<file path="src/rtl/fnd_pkg.sv">
`default_nettype none
// ============================================================================
// Module   : fnd_pkg
// Purpose  : Glyph table, message codes and FSM state type for the FND driver.
// Revision : 1.0
// ============================================================================
package fnd_pkg;

    localparam logic [7:0] GLYPH_0     = 8'h3F;
    localparam logic [7:0] GLYPH_1     = 8'h06;
    localparam logic [7:0] GLYPH_2     = 8'h5B;
    localparam logic [7:0] GLYPH_3     = 8'h4F;
    localparam logic [7:0] GLYPH_4     = 8'h66;
    localparam logic [7:0] GLYPH_5     = 8'h6D;
    localparam logic [7:0] GLYPH_6     = 8'h7D;
    localparam logic [7:0] GLYPH_7     = 8'h07;
    localparam logic [7:0] GLYPH_8     = 8'h7F;
    localparam logic [7:0] GLYPH_9     = 8'h6F;
    localparam logic [7:0] GLYPH_A     = 8'h77;
    localparam logic [7:0] GLYPH_B     = 8'h7C;
    localparam logic [7:0] GLYPH_C     = 8'h39;
    localparam logic [7:0] GLYPH_D     = 8'h5E;
    localparam logic [7:0] GLYPH_E     = 8'h79;
    localparam logic [7:0] GLYPH_H     = 8'h76;
    localparam logic [7:0] GLYPH_I     = 8'h10;
    localparam logic [7:0] GLYPH_L     = 8'h38;
    localparam logic [7:0] GLYPH_N     = 8'h54;
    localparam logic [7:0] GLYPH_O     = 8'h5C;
    localparam logic [7:0] GLYPH_P     = 8'h73;
    localparam logic [7:0] GLYPH_R     = 8'h50;
    localparam logic [7:0] GLYPH_T     = 8'h78;
    localparam logic [7:0] GLYPH_U     = 8'h1C;
    localparam logic [7:0] GLYPH_V     = 8'h3E;
    localparam logic [7:0] GLYPH_Y     = 8'h6E;
    localparam logic [7:0] GLYPH_MINUS = 8'h40;
    localparam logic [7:0] GLYPH_BLANK = 8'h00;

    localparam logic [31:0] MSG_BLANK = 32'h00CC_0000;
    localparam logic [31:0] MSG_ERROR = 32'h00EE_0000;
    localparam logic [31:0] MSG_PLUS  = 32'h0010_0000;
    localparam logic [31:0] MSG_MINUS = 32'h0020_0000;
    localparam logic [31:0] MSG_MUL   = 32'h0030_0000;
    localparam logic [31:0] MSG_DIV   = 32'h0040_0000;
    localparam logic [31:0] MSG_MOD   = 32'h0050_0000;
    localparam logic [31:0] MSG_HAPPY = 32'h00A0_0000;

    typedef enum logic [1:0] {
        ST_IDLE   = 2'd0,
        ST_SHIFT  = 2'd1,
        ST_ENCODE = 2'd2
    } fnd_state_e;

    function automatic logic [7:0] digit_glyph(input logic [3:0] d);
        case (d)
            4'd0:    digit_glyph = GLYPH_0;
            4'd1:    digit_glyph = GLYPH_1;
            4'd2:    digit_glyph = GLYPH_2;
            4'd3:    digit_glyph = GLYPH_3;
            4'd4:    digit_glyph = GLYPH_4;
            4'd5:    digit_glyph = GLYPH_5;
            4'd6:    digit_glyph = GLYPH_6;
            4'd7:    digit_glyph = GLYPH_7;
            4'd8:    digit_glyph = GLYPH_8;
            4'd9:    digit_glyph = GLYPH_9;
            default: digit_glyph = GLYPH_BLANK;
        endcase
    endfunction

    function automatic logic is_msg_code(input logic [31:0] code);
        case (code)
            MSG_BLANK, MSG_ERROR, MSG_PLUS, MSG_MINUS,
            MSG_MUL, MSG_DIV, MSG_MOD, MSG_HAPPY: is_msg_code = 1'b1;
            default:                             is_msg_code = 1'b0;
        endcase
    endfunction

    // Six glyphs, leftmost character in the top byte (lands in digit 5).
    function automatic logic [47:0] msg_glyphs(input logic [31:0] code);
        case (code)
            MSG_ERROR: msg_glyphs = {GLYPH_BLANK, GLYPH_E, GLYPH_R, GLYPH_R, GLYPH_O, GLYPH_R};
            MSG_PLUS:  msg_glyphs = {GLYPH_BLANK, GLYPH_P, GLYPH_L, GLYPH_U, GLYPH_5, GLYPH_BLANK};
            MSG_MINUS: msg_glyphs = {GLYPH_N, GLYPH_N, GLYPH_1, GLYPH_N, GLYPH_U, GLYPH_5};
            MSG_MUL:   msg_glyphs = {GLYPH_BLANK, GLYPH_BLANK, GLYPH_N, GLYPH_N, GLYPH_U, GLYPH_L};
            MSG_DIV:   msg_glyphs = {GLYPH_BLANK, GLYPH_0, GLYPH_I, GLYPH_V, GLYPH_I, GLYPH_0};
            MSG_MOD:   msg_glyphs = {GLYPH_BLANK, GLYPH_BLANK, GLYPH_N, GLYPH_N, GLYPH_O, GLYPH_D};
            MSG_HAPPY: msg_glyphs = {GLYPH_H, GLYPH_A, GLYPH_P, GLYPH_P, GLYPH_Y, GLYPH_BLANK};
            default:   msg_glyphs = '0;
        endcase
    endfunction

endpackage
`default_nettype wire

</file>
<file path="src/rtl/fnd_scan_driver_n_bin2bcd_seq.sv">
`default_nettype none
// ============================================================================
// Module   : bin2bcd_seq
// Purpose  : Sequential double-dabble converter, one bit per clock.
// Revision : 1.0
// ============================================================================
module bin2bcd_seq #(
    parameter int DATA_W     = 32,
    parameter int BCD_DIGITS = 10
) (
    input  logic                    clk,
    input  logic                    rst,
    input  logic                    i_start,
    input  logic [DATA_W-1:0]       i_bin,
    output logic                    o_done,
    output logic [4*BCD_DIGITS-1:0] o_bcd
);

    localparam int CNT_W = $clog2(DATA_W + 1);

    logic                    r_run;
    logic [CNT_W-1:0]        r_cnt;
    logic [DATA_W-1:0]       r_bin;
    logic [4*BCD_DIGITS-1:0] r_bcd;
    logic [4*BCD_DIGITS-1:0] w_adj;

    for (genvar gi = 0; gi < BCD_DIGITS; gi++) begin : g_adj
        assign w_adj[4*gi +: 4] = (r_bcd[4*gi +: 4] >= 4'd5) ?
                                  r_bcd[4*gi +: 4] + 4'd3 : r_bcd[4*gi +: 4];
    end

    // High during the final shift; o_bcd holds the result from the next cycle.
    assign o_done = r_run && (r_cnt == CNT_W'(1));
    assign o_bcd  = r_bcd;

    always_ff @(posedge clk) begin
        if (rst) begin
            r_run <= 1'b0;
            r_cnt <= '0;
            r_bin <= '0;
            r_bcd <= '0;
        end else if (i_start && !r_run) begin
            r_run <= 1'b1;
            r_cnt <= CNT_W'(DATA_W);
            r_bin <= i_bin;
            r_bcd <= '0;
        end else if (r_run) begin
            r_bcd <= {w_adj[4*BCD_DIGITS-2:0], r_bin[DATA_W-1]};
            r_bin <= {r_bin[DATA_W-2:0], 1'b0};
            r_cnt <= r_cnt - CNT_W'(1);
            if (r_cnt == CNT_W'(1)) begin
                r_run <= 1'b0;
            end
        end
    end

endmodule
`default_nettype wire

</file>
<file path="src/rtl/fnd_scan_driver_n.sv">
`default_nettype none
// ============================================================================
// Module   : fnd_scan_driver_n
// Purpose  : Multiplexed N-digit 7-segment driver with sequential BCD encode.
//            FND_BLINK_EN adds blink_mask input and BLINK_DIV per-digit blinking.
// Revision : 1.0
// ============================================================================
module fnd_scan_driver_n import fnd_pkg::*; #(
    parameter int DIGITS         = 6,
    parameter int DATA_W         = 32,
    parameter int SCAN_DIV       = 1,
    parameter bit SEL_ACTIVE_LOW = 1'b1
`ifdef FND_BLINK_EN
    , parameter int BLINK_DIV    = 64
`endif
) (
    input  logic              fnd_clk,
    input  logic              rst,
    input  logic              load,
    input  logic [DATA_W-1:0] fnd_serial,
`ifdef FND_BLINK_EN
    input  logic [DIGITS-1:0] blink_mask,
`endif
    output logic              busy,
    output logic [DIGITS-1:0] fnd_s,
    output logic [7:0]        fnd_d
);

    localparam int BCD_DIGITS = (DATA_W * 302) / 1000 + 1;
    localparam int IDX_W      = $clog2(DIGITS);
    localparam int PRE_W      = (SCAN_DIV > 1) ? $clog2(SCAN_DIV) : 1;
    localparam logic [63:0] C_ERR_PAD = {40'h0, GLYPH_E, GLYPH_R, GLYPH_R};

    fnd_state_e               r_state;
    logic                     r_neg;
    logic                     r_msg_sel;
    logic [47:0]              r_msg;
    logic [DIGITS-1:0][7:0]   r_buf;
    logic [IDX_W-1:0]         r_idx;
    logic [PRE_W-1:0]         r_pre;

    logic [63:0]              w_serial_ext;
    logic                     w_is_msg;
    logic [DATA_W-1:0]        w_abs;
    logic                     w_start;
    logic                     w_bcd_done;
    logic [4*BCD_DIGITS-1:0]  w_bcd;
    logic [4*BCD_DIGITS+31:0] w_bcd_pad;
    logic [63:0]              w_msg_pad;
    logic [DIGITS-1:0][7:0]   w_msg_buf;
    logic [DIGITS-1:0][7:0]   w_num_buf;
    logic                     w_ovf;
    logic [3:0]               w_msd;
    logic                     w_pre_wrap;
    logic [DIGITS-1:0]        w_onehot;
    logic [7:0]               w_seg;

    assign w_serial_ext = 64'(fnd_serial);
    assign w_is_msg     = (w_serial_ext[63:32] == 32'h0) && is_msg_code(w_serial_ext[31:0]);
    assign w_abs        = fnd_serial[DATA_W-1] ? (~fnd_serial + DATA_W'(1)) : fnd_serial;
    assign w_start      = (r_state == ST_IDLE) && load && !w_is_msg;
    assign w_bcd_pad    = {32'h0, w_bcd};
    assign w_msg_pad    = {16'h0, r_msg};

    bin2bcd_seq #(
        .DATA_W     (DATA_W),
        .BCD_DIGITS (BCD_DIGITS)
    ) u_bin2bcd (
        .clk     (fnd_clk),
        .rst     (rst),
        .i_start (w_start),
        .i_bin   (w_abs),
        .o_done  (w_bcd_done),
        .o_bcd   (w_bcd)
    );

    always_comb begin
        w_msg_buf = '0;
        for (int i = 0; i < DIGITS; i++) begin
            w_msg_buf[i] = w_msg_pad[8*i +: 8];
        end
    end

    // Leading-zero blanking, sign placement and overflow detection.
    always_comb begin
        w_ovf     = 1'b0;
        w_msd     = 4'd0;
        w_num_buf = '0;
        for (int i = 0; i < BCD_DIGITS; i++) begin
            if (w_bcd_pad[4*i +: 4] != 4'd0) begin
                if (i >= DIGITS) w_ovf = 1'b1;
                if (r_neg && (i >= DIGITS - 1)) w_ovf = 1'b1;
                if (i < DIGITS) w_msd = 4'(i);
            end
        end
        for (int i = 0; i < DIGITS; i++) begin
            if (4'(i) <= w_msd) begin
                w_num_buf[i] = digit_glyph(w_bcd_pad[4*i +: 4]);
            end else if (r_neg && (4'(i) == w_msd + 4'd1)) begin
                w_num_buf[i] = GLYPH_MINUS;
            end
        end
        if (w_ovf) begin
            for (int i = 0; i < DIGITS; i++) begin
                w_num_buf[i] = C_ERR_PAD[8*i +: 8];
            end
        end
    end

    always_ff @(posedge fnd_clk) begin
        if (rst) begin
            r_state   <= ST_IDLE;
            busy      <= 1'b0;
            r_neg     <= 1'b0;
            r_msg_sel <= 1'b0;
            r_msg     <= '0;
            r_buf     <= '0;
        end else begin
            case (r_state)
                ST_IDLE: begin
                    if (load) begin
                        busy      <= 1'b1;
                        r_neg     <= fnd_serial[DATA_W-1];
                        r_msg_sel <= w_is_msg;
                        r_msg     <= msg_glyphs(w_serial_ext[31:0]);
                        r_state   <= w_is_msg ? ST_ENCODE : ST_SHIFT;
                    end
                end
                ST_SHIFT: begin
                    if (w_bcd_done) begin
                        r_state <= ST_ENCODE;
                    end
                end
                ST_ENCODE: begin
                    r_buf   <= r_msg_sel ? w_msg_buf : w_num_buf;
                    busy    <= 1'b0;
                    r_state <= ST_IDLE;
                end
                default: begin
                    busy    <= 1'b0;
                    r_state <= ST_IDLE;
                end
            endcase
        end
    end

    assign w_pre_wrap = (r_pre == PRE_W'(SCAN_DIV - 1));
    assign w_onehot   = DIGITS'(1) << r_idx;

`ifdef FND_BLINK_EN
    localparam int BLK_W = (BLINK_DIV > 1) ? $clog2(BLINK_DIV) : 1;

    logic [BLK_W-1:0] r_frame;
    logic             r_phase;

    always_ff @(posedge fnd_clk) begin
        if (rst) begin
            r_frame <= '0;
            r_phase <= 1'b0;
        end else if (w_pre_wrap && (r_idx == IDX_W'(DIGITS - 1))) begin
            if (r_frame == BLK_W'(BLINK_DIV - 1)) begin
                r_frame <= '0;
                r_phase <= ~r_phase;
            end else begin
                r_frame <= r_frame + BLK_W'(1);
            end
        end
    end

    assign w_seg = (r_phase && blink_mask[r_idx]) ? 8'h00 : r_buf[r_idx];
`else
    assign w_seg = r_buf[r_idx];
`endif

    always_ff @(posedge fnd_clk) begin
        if (rst) begin
            r_pre <= '0;
            r_idx <= '0;
            fnd_s <= SEL_ACTIVE_LOW ? '1 : '0;
            fnd_d <= 8'h00;
        end else begin
            fnd_s <= SEL_ACTIVE_LOW ? ~w_onehot : w_onehot;
            fnd_d <= w_seg;
            if (w_pre_wrap) begin
                r_pre <= '0;
                r_idx <= (r_idx == IDX_W'(DIGITS - 1)) ? '0 : r_idx + IDX_W'(1);
            end else begin
                r_pre <= r_pre + PRE_W'(1);
            end
        end
    end

endmodule
`default_nettype wire
</file>
<file path="config.mk">
export PLATFORM = sky130hd
export DESIGN_NAME = fnd_scan_driver_n
export DESIGN_NICKNAME = d
export VERILOG_FILES = /design/src/rtl/fnd_pkg.sv /design/src/rtl/fnd_scan_driver_n_bin2bcd_seq.sv /design/src/rtl/fnd_scan_driver_n.sv
export SDC_FILE = /design/constraint.sdc
export NUM_CORES = 1
export LEC_CHECK = 0
export BUFFER_PORTS_ARGS = -buffer_cell sky130_fd_sc_hd__buf_2
export CAP_MARGIN = 40
export CORE_MARGIN = 3
export CORE_UTILIZATION = 49
export DETAILED_ROUTE_END_ITERATION = 8
export PLACE_DENSITY = 0.66
export SLEW_MARGIN = 15
export SYNTH_ARGS = -nofsm -noshare
export SYNTH_HDL_FRONTEND = slang
export SYNTH_SLANG_ARGS = --single-unit
</file>
<file path="constraint.sdc">
create_clock -name fnd_clk -period 3.95 [get_ports fnd_clk]
set_input_delay 0.395 -clock fnd_clk [delete_from_list [all_inputs] [get_ports fnd_clk]]
set_output_delay 0.395 -clock fnd_clk [all_outputs]
set_load 0.02 [all_outputs]
</file>
# After elaboration in Yosys (flattened, before gate mapping)
# Memory sizes are Yosys's and may differ from the RTL's. A register that Yosys moved wholly into a read port is not among the register bits.
# Cells that the tools add are included.
[word_totals]
in_bits = 35
rom_bits = 672
wordCells = 178
out_inout_bits = 15
mem_count = 6
ff_bits = 198
[mem_list]
columns = ["memory", "words", "width", "rd", "rd_ports_with_merged_regs", "wr", "line", "rtl"]
rows = [
  ["(name not given)", 16, 7, 1, 1, 0, "fnd_pkg.sv:54", "case (d)"],
  ["(name not given)", 16, 7, 1, 1, 0, "fnd_pkg.sv:54", ""],
  ["(name not given)", 16, 7, 1, 1, 0, "fnd_pkg.sv:54", ""],
  ["(name not given)", 16, 7, 1, 1, 0, "fnd_pkg.sv:54", ""],
  ["(name not given)", 16, 7, 1, 1, 0, "fnd_pkg.sv:54", ""],
  ["(name not given)", 16, 7, 1, 1, 0, "fnd_pkg.sv:54", ""],
]
[op_classes]
add_sub_neg = 15
mux = 66
n_bitwise = 4
shifts = 1
reduce_logical = 30
n_lt_le_gt_ge = 17
eq_ne = 19
[op_table]
columns = ["cell", "n"]
rows = [
  ["one-hot mux 47 bit (7 select lines)", 1],
  ["two-way mux 4 bit", 25],
  ["== test 32 x 24 -> 1 bit, second input constant", 3],
  ["two-way mux 32 bit", 3],
  ["two-way mux 48 bit", 2],
  ["== test 32 x 22 -> 1 bit, second input constant", 2],
  ["== test 32 x 23 -> 1 bit, second input constant", 2],
  ["two-way mux 8 bit", 7],
  ["two-way mux 7 bit", 6],
  ["greater-or-equal comparator 4 x 3 -> 1 bit, second input constant", 10],
  ["adder 4 x 2 -> 4 bit, second input constant", 9],
  ["nonzero test 4 bit", 9],
  ["adder 32 x 1 -> 32 bit, second input constant", 1],
  ["== test 32 x 21 -> 1 bit, second input constant", 1],
  ["NOT 32 bit", 1],
  ["binary-select mux 8 bit (select 3 bit)", 1],
  ["two-way mux 1 bit", 12],
  ["two-way mux 6 bit", 2],
  ["logical AND 1 bit", 10],
  ["== test 2 x 4 -> 1 bit, first input constant", 2],
  ["== test 3 x 4 -> 1 bit, first input constant", 2],
  ["less-or-equal comparator 1 x 4 -> 1 bit, first input constant", 2],
  ["less-or-equal comparator 2 x 4 -> 1 bit, first input constant", 2],
  ["less-or-equal comparator 3 x 4 -> 1 bit, first input constant", 2],
  ["other kinds (27)", 35],
]

# Longest topological paths before layout
[depth]
ltp_word = 13
mapped_depth = 16

# Modules after synthesis
# Synthesis repeated with hierarchy kept, for this count alone.
[unflattened]
hier_cells = 1241
hier_area_um2 = 10314.9
[by_module_without_submodules]
columns = ["mod", "instances", "area_each_um2", "cells_per_inst"]
rows = [
  ["fnd_scan_driver_n", 1, 6097.1, 757],
  ["bin2bcd_seq", 1, 4217.8, 484],
]

# Least setup slack after synthesis
# Ideal clock, no wire load.
[synth_path]
path_kind = "input to register"
startpoint = "input port fnd_serial[1]"
endpoint = "register with a tool-made name"
required_time_ps = 3880
arrival_ps = 3359
cell_stages = 16
slack_ps = 521
path_buffers = 4
cell_sequence = "inv_1 > ha_1 > or4b_1 > clkbuf_1 > nor4_4 > o311ai_1 > a41o_1 > buf_6 > buf_2 > buf_2 > nor2_1 > inv_1 > ha_1 > a21oi_1 > o22ai_1 > a21oi_1"
[synth_rtl]
columns = ["element", "line", "rtl"]
rows = [
  ["from (decl)", "fnd_scan_driver_n.sv:20", "input logic [DATA_W-1:0] fnd_serial,"],
]

==> results.py <==
metrics = {
    "synth": {
        "synthXorXnorAreaFrac_pct": 3.49,
        "synth_area_leaders": "dfxtp_1 (38%), ha_1 (7.3%), nor2_1 (5.1%)",
        "async_flop_share_pct": 0,
        "synth.distinct_cells": 79,
        "synthSimpleGateAreaFrac_pct": 20.2,
        "synth_top_area_share_pct": 37.7,
        "synth_warnings": 0,
        "synth_top_family_by_area": "compound AO/OA/AOI/OAI gates",
        "synthAdderAreaFrac_pct": 7.31,
        "synth-compound-area-share_pct": 20.5,
        "ys_seq_area_share_pct": 37.7,
        "synth_largest_area_cell": "dfxtp_1",
        "ys_seq_elements": 213,
        "dominantRegCellSynth": "dfxtp_1",
        "synth_edf_count": 0,
        "synthCells": 1363,
        "syn_avg_cell_area_sq_um": 8.29,
        "synthMuxAreaShare_pct": 5.18,
        "synth_area_sq_um": 11300,
    },
    "timing": {
        "slew_headroom_pct": 45.2,
        "max_freq_mhz": 301,
        "whs_ps": 163,
        "rsz0062_at_grt": "false",
        "worst_slew_pin_slew_ps": 820,
        "setup_viol": 0,
        "hold_viol": 0,
        "tns_ps": 0,
        "min_period_ps": 3330,
        "fin_crit_sh_pct": 84.2,
        "clock_skew_ps": 24.0,
        "slew_violations": 0,
    },
    "placement": {
        "dp_hpwl_um": 19800,
        "gp_congestion": 0.829,
        "io_buffer_count": 48,
    },
    "critical_path": {
        "worstSetupPathType": "primary input to flop",
        "cpPeakStageDelay_ps": 630,
        "required_ps": 4400,
        "cp.arrival_ps": 3780,
        "start_kind": "primary input",
        "path_cells": "buf_2, inv_1, ha_1, or4b_1, nor4_4, o311ai_1, a41o_2, buf_12, a211oi_1, inv_1, ha_1, mux2_2, o21ai_0",
        "cp.buffers_inverters": 4,
        "critPathMaxFanout": 25,
        "endpoint_kind": "flop",
        "critPathTopFamily": "compound AO/OA/AOI/OAI gates",
        "crit_slowest_cell": "or4b_1",
    },
    "clock_network": {
        "clk_pin_slew_ps": 60,
        "cts_hold_buf": 0,
        "cts_buffers": 24,
        "cts_max_path_buffers": 3,
        "postCtsSetupRepairBufs": 0,
        "cts_root_buffer": "clkbuf_16",
        "cts_tree": "done",
        "cts_resized": 0,
        "cts_sinks": 213,
        "h-tree-depth": 1,
        "insertion_delay_ps": 530,
    },
    "flow_run": {
        "drv_cap": 0,
    },
    "min_path": {
        "hold_class": "primary input to flop",
    },
    "die": {
        "ios": 50,
        "start_util_pct": 50.8,
        "die_area_sq_um": 24900,
        "coreArea_sq_um": 22200,
        "fp.dieW_um": 158,
        "rows": 54,
        "die_h_um": 158,
    },
    "final_layout": {
        "antenna_cells": 0,
        "syn_to_final_growth_pct": 11.2,
        "drive_above_1_share_pct": 11.8,
        "nets": 1487,
    },
    "global_route": {
        "antenna_found_initial": 0,
        "grt_max_degree": 63,
        "track_usage_pct": 22.7,
        "grt_overflow": 0,
        "grt_pass1_wl_um": 46600,
        "grt_pass1_vias": 9001,
    },
    "drt": {
        "num_vias": 9621,
        "drc_errors": 0,
        "wl_um": 28300,
        "drtAntennaViolNets": 0,
        "vias_per_cell": 5.72,
        "wl_per_cell_um": 16.9,
        "drtIter0Drc": 847,
        "dr.pass1.iters": 5,
    },
    "power": {
        "powerDensity_nw_per_um2": 407,
        "p_leak_nw": 4.85,
        "ir_worst_vdd_v": 0.000254,
    },
    "status": {
        "status": "finished, final reports clean",
    },
}
==> report_power, final <==
part | internal, mW | total [mW] | switching (mW)
logic | 0.228 | 0.642 | 0.415
clock network | 1.28 | 2.18 | 0.909
registers | 2.23 | 2.29 | 0.0570
==> tightest hold or removal path, stage by stage <==
cell and delay (ps):
buf_2 120, nand2_1 60, a21oi_1 50
==> path summary, 6_finish.rpt <==
| path | from | to | slack [ps] | cells after the start |
|---|---|---|---|---|
| hold reg to reg | r_msg[12] | r_msg[12] | 440 | 2 |
| setup reg to reg | u_bin2bcd.o_bcd[17] | r_buf[22] | 1170 | 12 |
| setup / recovery | fnd_serial[1] | flop | 620 | 13 |
| hold / removal | fnd_serial[0] | u_bin2bcd.r_bin[0] | 160 | 3 |
==> through the flow <==
stage / util (%) / std cells / setup slack [ps] / total power [mW] / area (sq um)
finish: 56.5 / 1681 / 624 / 5.11 / 12600
global route: 56.5 / 1681 / 381 / 5.32 / 12600
CTS: 56.5 / 1680 / 682 / 5.15 / 12600
detailed placement: 53.0 / 1639 / 177 / 2.96 / 11800
global placement: 52.9 / 1638 / 350 / 2.96 / 11800
floorplan: - / 1364 / 521 / 2.78 / 11300
==> Yosys cell counts, drive strengths merged, types with 4 or more instances <==
cell and number:
dfxtp 213, nor2 160, nand2 133, a21oi 109, o21ai 93, inv 75, ha 66, clkbuf 59
nor3 53, mux2i 27, xnor2 26, a211oi 25, nand3 23, nand2b 22, buf 20, xor2 19
o22ai 18, nor2b 17, o31ai 16, o211ai 15, a221oi 14, mux2 14, nor3b 12, nor4 9
or3 8, a222oi 7, mux4 7, o41ai 7, or4 7, a21o 6, and2 6, o31a 6
a2bb2oi 5, or2 5, a211o 4, a21boi 4, a31oi 4, and3 4, nand4 4, o22a 4
==> logic make-up (layout without fill, tap and decap cells) <==
kind of cell | Yosys count | after routing
multiplexers | 48 | 48
buffers and inverters | 155 | 192
flip-flops | 213 | 213
AND/OR/NAND/NOR | 476 | 476
other | 1 | 2
AO/OA/AOI/OAI | 359 | 359
XOR/XNOR | 45 | 45
adder cells (fa/ha/maj) | 66 | 66
==> layer usage <==
metal	part of all wire, %	GRT usage, %
met1	49	33.8
met2	43	34.8
met3	5.2	2.98
met4	2.2	5.54
met5	0	0
==> layout by cell type (no fill, tap or decap), drive strengths merged, types with 15 or more instances in the layout <==
cell / netlist / final
xnor2: 26 / 26
o211ai: 15 / 15
nand2: 133 / 133
nor2b: 17 / 17
o31ai: 16 / 16
clkbuf: 59 / 31
nor2: 160 / 160
a211oi: 25 / 25
nand2b: 22 / 22
o22ai: 18 / 18
xor2: 19 / 19
inv: 75 / 75
ha: 66 / 66
mux2i: 27 / 27
dfxtp: 213 / 213
a21oi: 109 / 109
nor3: 53 / 53
nand3: 23 / 23
buf: 20 / 75
o21ai: 93 / 93
==> layout make-up <==
class	count	area, sq um
Clock inverter	10	95.1
Fill cell	2034	9670
Inverter	76	285
Sequential cell	213	4270
Clock buffer	31	678
Tap cell	280	350
Timing Repair Buffer	75	463
Multi-Input combinational cell	996	6420
Note: power is estimated with default switching activity, not from simulation.
